[src/rtl/if_id_inst_queue_pkg.sv]
// Shared RV32 decode constants: immediate-type codes, base opcodes, NOP word
// and the per-entry layout of the IF/ID instruction queue.
package if_id_inst_queue_pkg;

  typedef enum logic [2:0] {
    RTYPE = 3'd0,
    ITYPE = 3'd1,
    STYPE = 3'd2,
    BTYPE = 3'd3,
    UTYPE = 3'd4,
    JTYPE = 3'd5
  } imm_type_e;

  localparam logic [6:0] OPC_LUI    = 7'b0110111;
  localparam logic [6:0] OPC_AUIPC  = 7'b0010111;
  localparam logic [6:0] OPC_JAL    = 7'b1101111;
  localparam logic [6:0] OPC_JALR   = 7'b1100111;
  localparam logic [6:0] OPC_LOAD   = 7'b0000011;
  localparam logic [6:0] OPC_OP_IMM = 7'b0010011;
  localparam logic [6:0] OPC_SYSTEM = 7'b1110011;
  localparam logic [6:0] OPC_STORE  = 7'b0100011;
  localparam logic [6:0] OPC_BRANCH = 7'b1100011;
  localparam logic [6:0] OPC_OP     = 7'b0110011;

  // addi x0, x0, 0
  localparam logic [31:0] NOP_INST = 32'h0000_0013;

  typedef struct packed {
    logic [31:0] pc;
    logic [31:0] inst;
    imm_type_e   imm_type;
    logic        illegal;
  } entry_t;

endpackage

[src/rtl/if_id_inst_queue_if.sv]
// Fetch-side and decode-side handshake bundle of the IF/ID queue; the queue
// itself takes the slave view, the fetch/decode environment the master view.
interface if_id_inst_queue_if #(
  parameter int unsigned DEPTH = 4
);
  logic                     flush;
  logic                     fetch_valid;
  logic                     fetch_ready;
  logic [31:0]              fetch_pc;
  logic [31:0]              fetch_inst;
  logic                     dec_valid;
  logic                     dec_ready;
  logic [31:0]              dec_pc;
  logic [31:0]              dec_inst;
  logic [2:0]               dec_imm_type;
  logic                     dec_illegal;
  logic [$clog2(DEPTH):0]   count;

  modport master (
    output flush, fetch_valid, fetch_pc, fetch_inst, dec_ready,
    input  fetch_ready, dec_valid, dec_pc, dec_inst, dec_imm_type, dec_illegal, count
  );

  modport slave (
    input  flush, fetch_valid, fetch_pc, fetch_inst, dec_ready,
    output fetch_ready, dec_valid, dec_pc, dec_inst, dec_imm_type, dec_illegal, count
  );
endinterface

[src/rtl/imm_type_decoder.sv]
// Opcode -> immediate-format classifier, purely combinational (0 cycles, no handshake).
// Unknown opcodes fall back to RTYPE and raise illegal for the exception unit.
module imm_type_decoder
  import if_id_inst_queue_pkg::*;
(
  input  logic [6:0] opcode,
  output imm_type_e  imm_type,
  output logic       illegal
);

  always_comb begin
    imm_type = RTYPE;
    illegal  = 1'b0;
    case (opcode)
      OPC_LUI, OPC_AUIPC:                         imm_type = UTYPE;
      OPC_JAL:                                    imm_type = JTYPE;
      OPC_JALR, OPC_LOAD, OPC_OP_IMM, OPC_SYSTEM: imm_type = ITYPE;
      OPC_STORE:                                  imm_type = STYPE;
      OPC_BRANCH:                                 imm_type = BTYPE;
      OPC_OP:                                     imm_type = RTYPE;
      default:                                    illegal  = 1'b1;
    endcase
  end

endmodule

[src/rtl/if_id_inst_queue.sv]
// IF->ID instruction queue with opcode pre-decode; 1-cycle push-to-head latency,
// fetch_ready drops only when full (a same-cycle pop does not free a slot).
module if_id_inst_queue #(
  parameter int unsigned DEPTH    = 4,
  parameter logic [31:0] NOP_INST = if_id_inst_queue_pkg::NOP_INST
) (
  input  logic               clk,
  input  logic               rst,
  if_id_inst_queue_if.slave  q
);
  import if_id_inst_queue_pkg::*;

  localparam int unsigned PW = $clog2(DEPTH);
  localparam int unsigned CW = PW + 1;
  localparam logic [CW-1:0] FULL = CW'(DEPTH);

  entry_t          mem [DEPTH];
  logic [PW-1:0]   wr_ptr;
  logic [PW-1:0]   rd_ptr;
  logic [CW-1:0]   count;
  entry_t          head;
  entry_t          new_entry;
  imm_type_e       fetch_type;
  logic            fetch_illegal;
  logic            push;
  logic            pop;
  logic            not_empty;

  imm_type_decoder u_imm_type_decoder (
    .opcode   (q.fetch_inst[6:0]),
    .imm_type (fetch_type),
    .illegal  (fetch_illegal)
  );

  assign new_entry = '{pc: q.fetch_pc, inst: q.fetch_inst,
                       imm_type: fetch_type, illegal: fetch_illegal};

  assign not_empty     = (count != '0);
  assign q.fetch_ready = (count != FULL);
  assign q.dec_valid   = not_empty;
  assign push          = q.fetch_valid & q.fetch_ready & ~q.flush;
  assign pop           = not_empty & q.dec_ready & ~q.flush;

  // Head is read straight from storage, so there is never a fetch->decode path.
  assign head           = mem[rd_ptr];
  assign q.dec_pc       = head.pc;
  assign q.dec_inst     = not_empty ? head.inst : NOP_INST;
  assign q.dec_imm_type = not_empty ? head.imm_type : ITYPE;
  assign q.dec_illegal  = not_empty & head.illegal;
  assign q.count        = count;

  always_ff @(posedge clk or posedge rst) begin
    if (rst) begin
      mem    <= '{default: '0};
      wr_ptr <= '0;
      rd_ptr <= '0;
      count  <= '0;
    end else if (q.flush) begin
      wr_ptr <= '0;
      rd_ptr <= '0;
      count  <= '0;
    end else begin
      if (push) begin
        mem[wr_ptr] <= new_entry;
        wr_ptr      <= wr_ptr + 1'b1;
      end
      if (pop) begin
        rd_ptr <= rd_ptr + 1'b1;
      end
      case ({push, pop})
        2'b10:   count <= count + 1'b1;
        2'b01:   count <= count - 1'b1;
        default: count <= count;
      endcase
    end
  end

endmodule

[src/flat_wrapper.sv]
// flat-port wrapper written by rule: the top's interface ports become plain ports
module if_id_inst_queue_flat import if_id_inst_queue_pkg::*;
#(
  parameter int unsigned DEPTH    = 4,
  parameter logic [31:0] NOP_INST = if_id_inst_queue_pkg::NOP_INST
)
  (clk, rst, q_flush, q_fetch_valid, q_fetch_pc, q_fetch_inst, q_dec_ready, q_fetch_ready, q_dec_valid, q_dec_pc, q_dec_inst, q_dec_imm_type, q_dec_illegal, q_count);
  if_id_inst_queue_if #(.DEPTH(DEPTH)) q_i ();
  input  logic clk;
  input  logic rst;
  input wire logic [$bits(q_i.flush)-1:0] q_flush;
  input wire logic [$bits(q_i.fetch_valid)-1:0] q_fetch_valid;
  input wire logic [$bits(q_i.fetch_pc)-1:0] q_fetch_pc;
  input wire logic [$bits(q_i.fetch_inst)-1:0] q_fetch_inst;
  input wire logic [$bits(q_i.dec_ready)-1:0] q_dec_ready;
  output wire logic [$bits(q_i.fetch_ready)-1:0] q_fetch_ready;
  output wire logic [$bits(q_i.dec_valid)-1:0] q_dec_valid;
  output wire logic [$bits(q_i.dec_pc)-1:0] q_dec_pc;
  output wire logic [$bits(q_i.dec_inst)-1:0] q_dec_inst;
  output wire logic [$bits(q_i.dec_imm_type)-1:0] q_dec_imm_type;
  output wire logic [$bits(q_i.dec_illegal)-1:0] q_dec_illegal;
  output wire logic [$bits(q_i.count)-1:0] q_count;
  assign q_i.flush = q_flush;
  assign q_i.fetch_valid = q_fetch_valid;
  assign q_i.fetch_pc = q_fetch_pc;
  assign q_i.fetch_inst = q_fetch_inst;
  assign q_i.dec_ready = q_dec_ready;
  assign q_fetch_ready = q_i.fetch_ready;
  assign q_dec_valid = q_i.dec_valid;
  assign q_dec_pc = q_i.dec_pc;
  assign q_dec_inst = q_i.dec_inst;
  assign q_dec_imm_type = q_i.dec_imm_type;
  assign q_dec_illegal = q_i.dec_illegal;
  assign q_count = q_i.count;
  if_id_inst_queue #(.DEPTH(DEPTH), .NOP_INST(NOP_INST)) u_core (.clk(clk), .rst(rst), .q(q_i));
endmodule
[config.mk]
export PLATFORM = sky130hd
export DESIGN_NAME = if_id_inst_queue_flat
export DESIGN_NICKNAME = d
export VERILOG_FILES = /design/src/rtl/if_id_inst_queue_pkg.sv /design/src/rtl/if_id_inst_queue_if.sv /design/src/rtl/imm_type_decoder.sv /design/src/rtl/if_id_inst_queue.sv /design/src/flat_wrapper.sv
export SDC_FILE = /design/constraint.sdc
export NUM_CORES = 1
export LEC_CHECK = 0
export BUFFER_PORTS_ARGS = -buffer_cell sky130_fd_sc_hd__buf_4
export CAP_MARGIN = 0
export CORE_MARGIN = 2
export CORE_UTILIZATION = 30
export DETAILED_ROUTE_END_ITERATION = 7
export PLACE_DENSITY = 0.58
export SLEW_MARGIN = 15
export SYNTH_ARGS = -nofsm -noshare
export SYNTH_HDL_FRONTEND = slang
export SYNTH_SLANG_ARGS = --single-unit
[constraint.sdc]
create_clock -name clk -period 14.25 [get_ports clk]
set_input_delay 2.1375 -clock clk [delete_from_list [all_inputs] [get_ports clk]]
set_output_delay 2.1375 -clock clk [all_outputs]
set_load 0.005 [all_outputs]
==> qor.csv <==
metric,value,unit
hold_buf cts,0,
Die ar.,43780,um^2
Die X,209.2,um
Syn Std Cell Area,12640,um^2
Worst setup SP type,flip-flop,
busiest grt layer,met2,
setup TNS,0,ns
starting density of the core,30.26,%
Switching Share,25.64,%
# diodes,0,
clock sink count,279,
clock root buffer,clkbuf_16,
met3 Track Usage GR,4.719,%
max_cap viols,0,
combinational fraction of design power,25.4,%
final net count,998,
fin crit share,37.52,%
Final Max Tran Viols,0,
Max Root-Sink Buffers,3,
RR Startpoint,u_core.q.count[0]$_DFFE_PP0P_,
gp weighted congestion,0.6858,
"Reg clk slew, reported paths",0.06,ns
minimum clock period,5.347,ns
min-delay worst type,flip-flop to flip-flop,
pin count of the biggest net entering global routing,76,
postcts setup bufs,0,
Critical Path End Type,output pin,
cts bufs inserted,35,
Final HPWL DP,16750,um
syn_nets,863,
drt pass-1 iters,4,
Critical Path RT,12.11,ns
Fillers,3984,
initial antenna violation count,0,
first-pass GRT wire length,46290,um
Post-synth EDFFs,0,
clk_skew,0.01429,ns
vias in the first global route,7855,
Post-synth ARST share,100.0,%
internal power,0.002140,W
DRC violations left,0,
"reg-to-reg slack, setup",11.18,ns
# resized after CTS,0,
Core Area,41760,um^2
buffers added on ports,141,
combined area of the multi-input logic cells,5341,um^2
crit path max fanout,40,
final setup fails,0,
Yosys reg bits,279,
Worst Hold Path Cells,1,
Antenna Nets Post-Route,0,
Seq pwr share,41.7,%
RSZ-0062 raised after global routing,no,
Syn Area/Cell,16.02,um^2
drt wl/cell,19.47,um
final wirelength,28970,um
CP startpoint,u_core.rd_ptr[1]$_DFFE_PP0P_,
Synth top area share,55.25,%
path depth of the worst reg2reg path,5,
Die H,209.2,um
Pwr Density,186.4,nW/um^2
htree depth,2,
Area contributors post-synth,"dfrtp_1, mux2_2, mux4_2",
final-report hold violation count,0,
Post-Syn Instances,789,
register area,6989,um^2
Hold Startpoint,u_core.mem[54]$_DFFE_PP0P_,
net switching power,0.0007379,W
Syn. warnings,0,
Top Ports,142,
Leak Pwr,6.682,nW
Vias,7161,
Synth Flop Type,dfrtp_1,
Global Route met1 Usage,17.36,%
FP Rows,75,
slew margin rel.,30.73,%
layout cells sized above 1,58.80,%
TritonCTS clock tree,built,
violation count after the first detailed-route iteration,265,
"Remaining Overflow, GRT",0,
status,finished clean,
register area share after synthesis,55.25,%
Worst Setup Path Type,flip-flop to output pin,
final hold slack,0.4994,ns
largest area contributor in the netlist,dfrtp_1,
Clk pwr share,32.9,%
Slew @ Worst Pin,1.037,ns
"Arr. time, crit path",3.21,ns
met2 GRT Util,22.08,%
clk_lat worst skew,0.53,ns
Yosys cell types,42,
Tot GR Track Use,13.61,%
Achievable Freq,187.0,MHz
layout overhead on the synthesized area,22.18,%
Worst VDD drop,85.04,uV
vias per inst,4.813,
critical path, stage by stage, from the launching register on:
cell and delay [ns]:
dfrtp_4 0.83, buf_4 0.82, mux4_2 0.58, or2_2 0.29
buf_4 0.14
layer usage:
metal | wire length (um) | up-vias
met5 | 0 | -
met4 | 536 | 0
met3 | 1853 | 41
met2 | 13810 | 152
met1 | 12770 | 3773
li1 | - | 3195
kinds of logic after synthesis:
family | count (synthesis) | share of synthesized area (%)
buffers and inverters | 64 | 2.713
DFF | 279 | 55.25
xor gates and xnor gates | 4 | 0.2772
adders and majority gates | 5 | 0.5545
AOI/OAI and AO/OA | 24 | 1.396
muxes | 337 | 36.08
and+or+nand+nor | 76 | 3.723
synth_stat cells (2+ instances only):
library cell,number
mux4_2,68
nor3b_1,2
nand2_1,2
or2_2,4
buf_6,4
nor2b_1,34
nand3_1,3
o311ai_0,2
inv_1,7
and3b_1,2
o22ai_1,3
nor2_1,8
a21oi_1,4
nor2_2,2
mux2_2,268
clkbuf_1,9
dfrtp_1,279
buf_4,7
o21ai_0,2
buf_2,37
nand4b_1,2
a2bb2oi_1,4
nand2b_1,3
ha_1,4
nor3_1,6
xor2_1,4
nand3b_1,4
worst paths after layout:
path | to
min in group asynchronous | u_core.mem[229]$_DFFE_PP0P_
worst min-delay path | u_core.mem[54]$_DFFE_PP0P_
worst max-delay path | q_dec_inst[1]
worst min register to register | u_core.mem[54]$_DFFE_PP0P_
worst max register to register | u_core.mem[52]$_DFFE_PP0P_
max in group asynchronous | u_core.mem[251]$_DFFE_PP0P_
final cells by class:
class | instances | area share, %
repair buffers | 155 | 7.537
well taps | 539 | 4.368
flip-flops and latches | 279 | 45.27
clock buffers | 51 | 6.597
inverters | 7 | 0.2188
multi-input cells | 446 | 34.60
clock inverters | 11 | 1.410
layout by cell type (no fill, tap or decap), types with 2 or more instances in the layout:
| cell | n |
|---|---|
| bufinv_16 | 6 |
| clkbuf_16 | 37 |
| nor3_1 | 5 |
| mux4_2 | 68 |
| clkinv_4 | 2 |
| nand2b_1 | 3 |
| buf_4 | 155 |
| dfrtp_4 | 2 |
| nor2_1 | 6 |
| clkinvlp_4 | 2 |
| nor2_4 | 4 |
| xor2_1 | 4 |
| o22ai_1 | 3 |
| or2_2 | 4 |
| nand4b_1 | 2 |
| nor2b_1 | 34 |
| clkbuf_1 | 10 |
| dfrtp_1 | 277 |
| and3b_1 | 2 |
| mux2_2 | 268 |
| nand3_1 | 3 |
| a2bb2oi_1 | 4 |
| a21oi_1 | 4 |
| nand3b_1 | 4 |
| ha_1 | 4 |
| o21ai_0 | 2 |
| inv_1 | 6 |
| nand2_1 | 2 |
| clkbuf_8 | 4 |
| nor3b_1 | 2 |
state kept, by name (all words and copies together), names as in the netlist:
register,flops
u_core.q.count,3
u_core.wr_ptr,2
u_core.mem,272
u_core.rd_ptr,2
power groups by stage:
stage / Sequential (W) / Combinational, W / Clock [W]
floorplan: 0.00115 / 0.000519 / 0
global placement: 0.00120 / 0.000732 / 0
detailed placement: 0.00121 / 0.000746 / 0
CTS: 0.00120 / 0.000748 / 0.000984
global route: 0.00124 / 0.000797 / 0.00101
finish: 0.00120 / 0.000731 / 0.000947
metrics by stage:
stage / std cells / setup slack [ns] / util, % / area, um^2 / total power [W]
after global routing: 1488 / 8.645 / 36.97 / 15440 / 0.003048
after CTS: 1488 / 8.732 / 36.97 / 15440 / 0.002935
after floorplan: 789 / 4.419 / - / 12640 / 0.001670
after detailed placement: 1426 / 9.317 / 34.01 / 14200 / 0.001959
final: 1488 / 8.903 / 36.97 / 15440 / 0.002878
after global placement: 1426 / 9.299 / 34.01 / 14200 / 0.001937
No activity file was read; power rests on OpenSTA's default activity.
